===== config.mk =====
export PLATFORM = sky130hd
export DESIGN_NAME = multdiv_scheduler
export DESIGN_NICKNAME = d
export VERILOG_FILES = /design/src/rtl/multdiv_scheduler_pkg.sv /design/src/rtl/multdiv_scheduler_wb_arbiter.sv /design/src/rtl/multdiv_scheduler.sv
export SDC_FILE = /design/constraint.sdc
export NUM_CORES = 1
export LEC_CHECK = 0
export ABC_AREA = 1
export CAP_MARGIN = 10
export CORE_MARGIN = 2
export CORE_UTILIZATION = 42
export CTS_CLUSTER_DIAMETER = 60
export DETAILED_ROUTE_END_ITERATION = 10
export PLACE_DENSITY = 0.79
export RECOVER_POWER = 100
export SLEW_MARGIN = 40
export SYNTH_ARGS = -nofsm -noshare
export SYNTH_HDL_FRONTEND = slang
export SYNTH_SLANG_ARGS = --single-unit

===== constraint.sdc =====
create_clock -name clock -period 4.2 [get_ports clock]
set_clock_uncertainty 0.1 [all_clocks]
set_input_delay 0.42 -clock clock [delete_from_list [all_inputs] [get_ports clock]]
set_output_delay 0.42 -clock clock [all_outputs]
set_load 0.005 [all_outputs]

===== src/rtl/multdiv_scheduler_pkg.sv =====
// Shared constants for the mult/div scheduler: aluop encodings, status register,
// exception codes and the controller state encoding.
package multdiv_scheduler_pkg;

  localparam logic [4:0] ALUOP_RTYPE = 5'b00000;
  localparam logic [4:0] ALUOP_MULT  = 5'b00110;
  localparam logic [4:0] ALUOP_DIV   = 5'b00111;

  localparam int unsigned DEF_RSTATUS_REG   = 30;
  localparam int unsigned DEF_MULT_EXC_CODE = 4;
  localparam int unsigned DEF_DIV_EXC_CODE  = 5;

  typedef enum logic [1:0] {
    IDLE    = 2'd0,
    START   = 2'd1,
    RUN     = 2'd2,
    WAIT_WB = 2'd3
  } md_state_e;

endpackage


===== src/rtl/multdiv_scheduler_wb_arbiter.sv =====
// Regfile write-port arbiter: the MW writeback always wins; the scheduler's
// pending result or exception code is granted only on a free cycle.
module multdiv_scheduler_wb_arbiter
  import multdiv_scheduler_pkg::*;
#(
  parameter int unsigned RSTATUS_REG   = DEF_RSTATUS_REG,
  parameter int unsigned MULT_EXC_CODE = DEF_MULT_EXC_CODE,
  parameter int unsigned DIV_EXC_CODE  = DEF_DIV_EXC_CODE
) (
  input  logic        req,
  input  logic        pipe_we,
  input  logic        exc,
  input  logic        op_div,
  input  logic        pending_valid,
  input  logic [4:0]  pending_rd,
  input  logic [31:0] result,
  output logic        pipe_hold,
  output logic        wb_sel,
  output logic        wb_we,
  output logic [4:0]  wb_reg,
  output logic [31:0] wb_data
);

  always_comb begin
    wb_sel    = req && !pipe_we;
    pipe_hold = req && pipe_we;
    wb_we     = 1'b0;
    wb_reg    = '0;
    wb_data   = '0;
    if (wb_sel) begin
      // Exception writes bypass the WAW squash; normal results honour it.
      if (exc) begin
        wb_we   = 1'b1;
        wb_reg  = 5'(RSTATUS_REG);
        wb_data = op_div ? 32'(DIV_EXC_CODE) : 32'(MULT_EXC_CODE);
      end else begin
        wb_we   = pending_valid;
        wb_reg  = pending_rd;
        wb_data = result;
      end
    end
  end

endmodule


===== src/rtl/multdiv_scheduler.sv =====
// Sequences the shared multdiv unit beside the X stage: latches operands,
// pulses start, waits for the result (with timeout) and tracks the pending rd.
module multdiv_scheduler
  import multdiv_scheduler_pkg::*;
#(
  parameter int unsigned TIMEOUT       = 40,
  parameter int unsigned RSTATUS_REG   = DEF_RSTATUS_REG,
  parameter int unsigned MULT_EXC_CODE = DEF_MULT_EXC_CODE,
  parameter int unsigned DIV_EXC_CODE  = DEF_DIV_EXC_CODE
) (
  input  logic        clock,
  input  logic        reset,
  input  logic        issue_valid,
  input  logic        issue_is_div,
  input  logic [4:0]  issue_rd,
  input  logic [31:0] issue_a,
  input  logic [31:0] issue_b,
  input  logic        flush,
  input  logic [31:0] md_result,
  input  logic        md_exception,
  input  logic        md_ready,
  output logic [31:0] md_opA,
  output logic [31:0] md_opB,
  output logic        md_ctrl_mult,
  output logic        md_ctrl_div,
  input  logic [4:0]  dec_rs,
  input  logic [4:0]  dec_rt,
  input  logic        pipe_we,
  input  logic [4:0]  pipe_rd,
  output logic        stall_issue,
  output logic        stall_hazard,
  output logic        pipe_hold,
  output logic        wb_sel,
  output logic        wb_we,
  output logic [4:0]  wb_reg,
  output logic [31:0] wb_data,
  output logic        busy
);

  localparam int unsigned CW = $clog2(TIMEOUT + 1);

  md_state_e   state, state_nxt;
  logic [CW-1:0] cnt;
  logic [4:0]  pending_rd;
  logic        pending_valid;
  logic        op_div;
  logic [31:0] result_q;
  logic        exc_q;
  logic        timeout_hit;

  assign timeout_hit = (cnt == CW'(TIMEOUT - 1));

  always_comb begin
    state_nxt    = state;
    busy         = (state != IDLE);
    md_ctrl_mult = (state == START) && !op_div;
    md_ctrl_div  = (state == START) && op_div;
    stall_issue  = issue_valid && (state != IDLE);
    stall_hazard = busy && pending_valid &&
                   ((dec_rs == pending_rd) || (dec_rt == pending_rd));
    if (flush) begin
      state_nxt = IDLE;
    end else begin
      case (state)
        IDLE:    if (issue_valid) state_nxt = START;
        START:   state_nxt = RUN;
        RUN:     if (md_ready || timeout_hit) state_nxt = WAIT_WB;
        WAIT_WB: if (wb_sel) state_nxt = IDLE;
        default: state_nxt = IDLE;
      endcase
    end
  end

  always_ff @(posedge clock or posedge reset) begin
    if (reset) begin
      state         <= IDLE;
      cnt           <= '0;
      md_opA        <= '0;
      md_opB        <= '0;
      pending_rd    <= '0;
      pending_valid <= 1'b0;
      op_div        <= 1'b0;
      result_q      <= '0;
      exc_q         <= 1'b0;
    end else begin
      state <= state_nxt;
      case (state)
        IDLE: if (issue_valid && !flush) begin
          md_opA        <= issue_a;
          md_opB        <= issue_b;
          pending_rd    <= issue_rd;
          pending_valid <= (issue_rd != '0);
          op_div        <= issue_is_div;
        end
        START: cnt <= '0;
        RUN: if (md_ready) begin
          result_q <= md_result;
          exc_q    <= md_exception;
        end else if (timeout_hit) begin
          exc_q <= 1'b1;
        end else begin
          cnt <= cnt + 1'b1;
        end
        WAIT_WB: if (wb_sel) pending_valid <= 1'b0;
        default: ;
      endcase
      // A younger writer to the same rd or a flush retires the pending target.
      if ((busy && pipe_we && (pipe_rd == pending_rd)) || flush)
        pending_valid <= 1'b0;
    end
  end

  multdiv_scheduler_wb_arbiter #(
    .RSTATUS_REG   (RSTATUS_REG),
    .MULT_EXC_CODE (MULT_EXC_CODE),
    .DIV_EXC_CODE  (DIV_EXC_CODE)
  ) u_wb_arbiter (
    .req           ((state == WAIT_WB) && !flush),
    .pipe_we       (pipe_we),
    .exc           (exc_q),
    .op_div        (op_div),
    .pending_valid (pending_valid),
    .pending_rd    (pending_rd),
    .result        (result_q),
    .pipe_hold     (pipe_hold),
    .wb_sel        (wb_sel),
    .wb_we         (wb_we),
    .wb_reg        (wb_reg),
    .wb_data       (wb_data)
  );

endmodule


==> impl_metrics.env <==
export IMPL_gp_congestion=0.7725
export IMPL_via_per_inst=4.742
export IMPL_grt_ovfl_total=0
export IMPL_root_buffer="clkbuf_16"
export IMPL_core_um2=11910
export IMPL_finish_instance_area_um2=7664
export IMPL_dp_hpwl_mm=10.19
export IMPL_setup_viol=0
export IMPL_hp_class="reg2reg"
export IMPL_grt_pass1_wl_mm=20.94
export IMPL_finalHoldViolCount=0
export IMPL_crit_path_end_kind="output pin"
export IMPL_ioPinCount=233
export IMPL_yosysUniqueCellTypes=21
export IMPL_synth_nets=610
export IMPL_cts_tree="yes"
export IMPL_gr_usage_all_layers=0.2056
export IMPL_antenna_found_initial=0
export IMPL_p_per_area_nw_per_um2=564.2
export IMPL_yosysSeqAreaShare=0.5501
export IMPL_startpoint_type="flop"
export IMPL_synth_warnings=0
export IMPL_period_needed_ns=3.344
export IMPL_p_leak_uw=0.003570
export IMPL_rows=40
export IMPL_vdd_drop_max_mv=0.2965
export IMPL_worstSetupPathType="reg2out"
export IMPL_synthToLayoutAreaGrowth_pct=50.42
export IMPL_worst_slack_ns=0.8558
export IMPL_post_cts_resized=0
export IMPL_cp_required_ns=3.68
export IMPL_clock_sinks=112
export IMPL_place_area_um2=7517
export IMPL_rsz0062_at_grt="false"
export IMPL_drcViolationCount=0
export IMPL_synthCells=480
export IMPL_wl_per_cell_um=15.27
export IMPL_grt_pass1_vias=4137
export IMPL_failed_checks="max-capacitance violations, max-slew violations"
export IMPL_layout_nets=838
export IMPL_post_cts_setup_buffers=0
export IMPL_ctsHoldBuffers=0
export IMPL_fp_dieW_um=114.1
export IMPL_drive_above_1_share=0.06180
export IMPL_die_y_um=114.1
export IMPL_n_antenna_cell=0
export IMPL_ys_ff_latch=112
export IMPL_final_antenna_net_count=0
export IMPL_slew_violations=156
export IMPL_first_pass_iters=4
export IMPL_status="complete, but fails checks"
export IMPL_avgSynthCellArea_um2=10.61
export IMPL_vias=4073
export IMPL_clockBufferDepth=2
export IMPL_h_tree_depth=3
export IMPL_netlist_area_um2=5095
export IMPL_io_buffer_count=232
export IMPL_timing_final_crit_share=0.7962
export IMPL_grt_max_degree=93
export IMPL_fin_setup_tns_ns=0
export IMPL_max_slew_margin=-0.3094
export IMPL_initial_core_util=0.4277
export IMPL_clk_pin_slew_worst_paths_ns=0.07
export IMPL_max_clock_freq_mhz=299.0
export IMPL_critPathMaxFanout=30
export IMPL_dpl_worst_slack_ns=0.9172
export IMPL_worst_slew_pin_transition_ns=1.960
export IMPL_crit_arrival_ns=2.82
export IMPL_dieArea_um2=13030
export IMPL_wl_mm=13.12
export IMPL_clkLatencyLatePin_ns=0.34
export IMPL_cap_violations=2
export IMPL_cts_buffers=9
export IMPL_drtIter0Drc=196
export IMPL_p_total_uw=4323
-- synthesized netlist by cell type --
| cell | count | area, µm² |
|---|---|---|
| mux2_2 | 25 | 281.5 |
| o22ai_1 | 1 | 6.260 |
| buf_2 | 11 | 55.05 |
| xor2_1 | 9 | 78.83 |
| dfrtp_1 | 112 | 2803 |
| o21ai_0 | 39 | 195.2 |
| nand3_1 | 14 | 70.07 |
| clkbuf_1 | 2 | 7.510 |
| mux2_4 | 40 | 600.6 |
| nand2_1 | 75 | 281.5 |
| clkinv_1 | 1 | 3.750 |
| nor2_1 | 52 | 195.2 |
| nand3_2 | 1 | 10.01 |
| a21oi_1 | 14 | 70.07 |
| nand4_1 | 6 | 37.54 |
| buf_6 | 5 | 56.30 |
| ha_1 | 6 | 75.07 |
| xnor2_1 | 3 | 26.28 |
| inv_1 | 61 | 229.0 |
| nor3_1 | 1 | 5.000 |
| inv_2 | 2 | 7.510 |
-- state kept, by name, summed over array words and instances, names as in the netlist --
register       count
pending_rd         5
pending_valid      1
state              2
exc_q              1
md_opB            32
result_q          32
op_div             1
md_opA            32
cnt                6
-- worst paths after layout --
kind	start	end	slack, ns	cells past startpoint
worst max-delay path	state[1]$_DFFE_PP0P_	wb_data[24]	0.86	6
worst max register to register	state[0]$_DFFE_PP0P_	result_q[12]$_DFFE_PP0P_	0.97	5
min in group asynchronous	reset	md_opA[11]$_DFFE_PP0P_	1.04	2
worst min register to register	md_opA[6]$_DFFE_PP0P_	md_opA[6]$_DFFE_PP0P_	0.38	1
max in group asynchronous	reset	result_q[30]$_DFFE_PP0P_	1.19	3
worst min-delay path	md_opA[6]$_DFFE_PP0P_	md_opA[6]$_DFFE_PP0P_	0.38	1
-- per-layer routing --
layer	track usage	up-vias	wire, µm
met3	0.06776	13	1264
met1	0.2566	1904	5310
met2	0.3413	172	6362
li1	-	1984	-
met4	0.06179	0	179
met5	0	-	0
-- kinds of logic after synthesis --
family,synth area share
AOI/OAI and AO/OA,0.05329
muxes,0.1731
adders and majority gates,0.01473
and+or+nand+nor,0.1176
DFF,0.5501
buffers and inverters,0.07048
xor gates and xnor gates,0.02063
-- layout make-up --
| class | instances | area (µm²) |
|---|---|---|
| clock buffers | 13 | 270.3 |
| fillers | 973 | 4248 |
| clock inverters | 2 | 37.54 |
| inverters | 64 | 245.2 |
| flip-flops and latches | 112 | 2803 |
| multi-input cells | 286 | 1789 |
| well taps | 147 | 183.9 |
| repair buffers | 235 | 2335 |
-- critical path: stages (launching register included) --
cell,delay [ns]
dfrtp_1,0.41
ha_1,0.21
inv_1,0.06
nor3_1,0.24
nand2_1,0.63
nor2_1,0.32
dlygate4sd3_1,0.61
-- layout by cell type (no fill, tap or decap), drive strengths merged --
master and n:
ha 6, clkinv 1, dlygate4sd3 108, clkdlybuf4s50 124, nand4 6, dfrtp 112, o22ai 1, a21oi 14
nor3 1, mux2 65, nand3 15, clkinvlp 3, bufinv 1, nand2 75, xor2 9, clkbuf 16
nor2 52, o21ai 39, xnor2 3, inv 61
-- report_power, final --
part	switching (µW)	leakage [µW]	internal [µW]
registers	254	0.00135	1590
logic	670	0.00207	924
clock network	374	0.000148	509
total	1300	0.00357	3030
-- per-stage QoR --
| stage | utilization | hold slack (ns) | cells |
|---|---|---|---|
| floorplan | - | 0.3492 | 480 |
| global placement | 0.6309 | 0.3647 | 844 |
| detailed placement | 0.6311 | 0.3711 | 844 |
| CTS | 0.6569 | 0.3891 | 859 |
| global route | 0.6434 | 0.4030 | 859 |
| finish | 0.6434 | 0.3841 | 859 |
(Power assumes the default switching activity.)
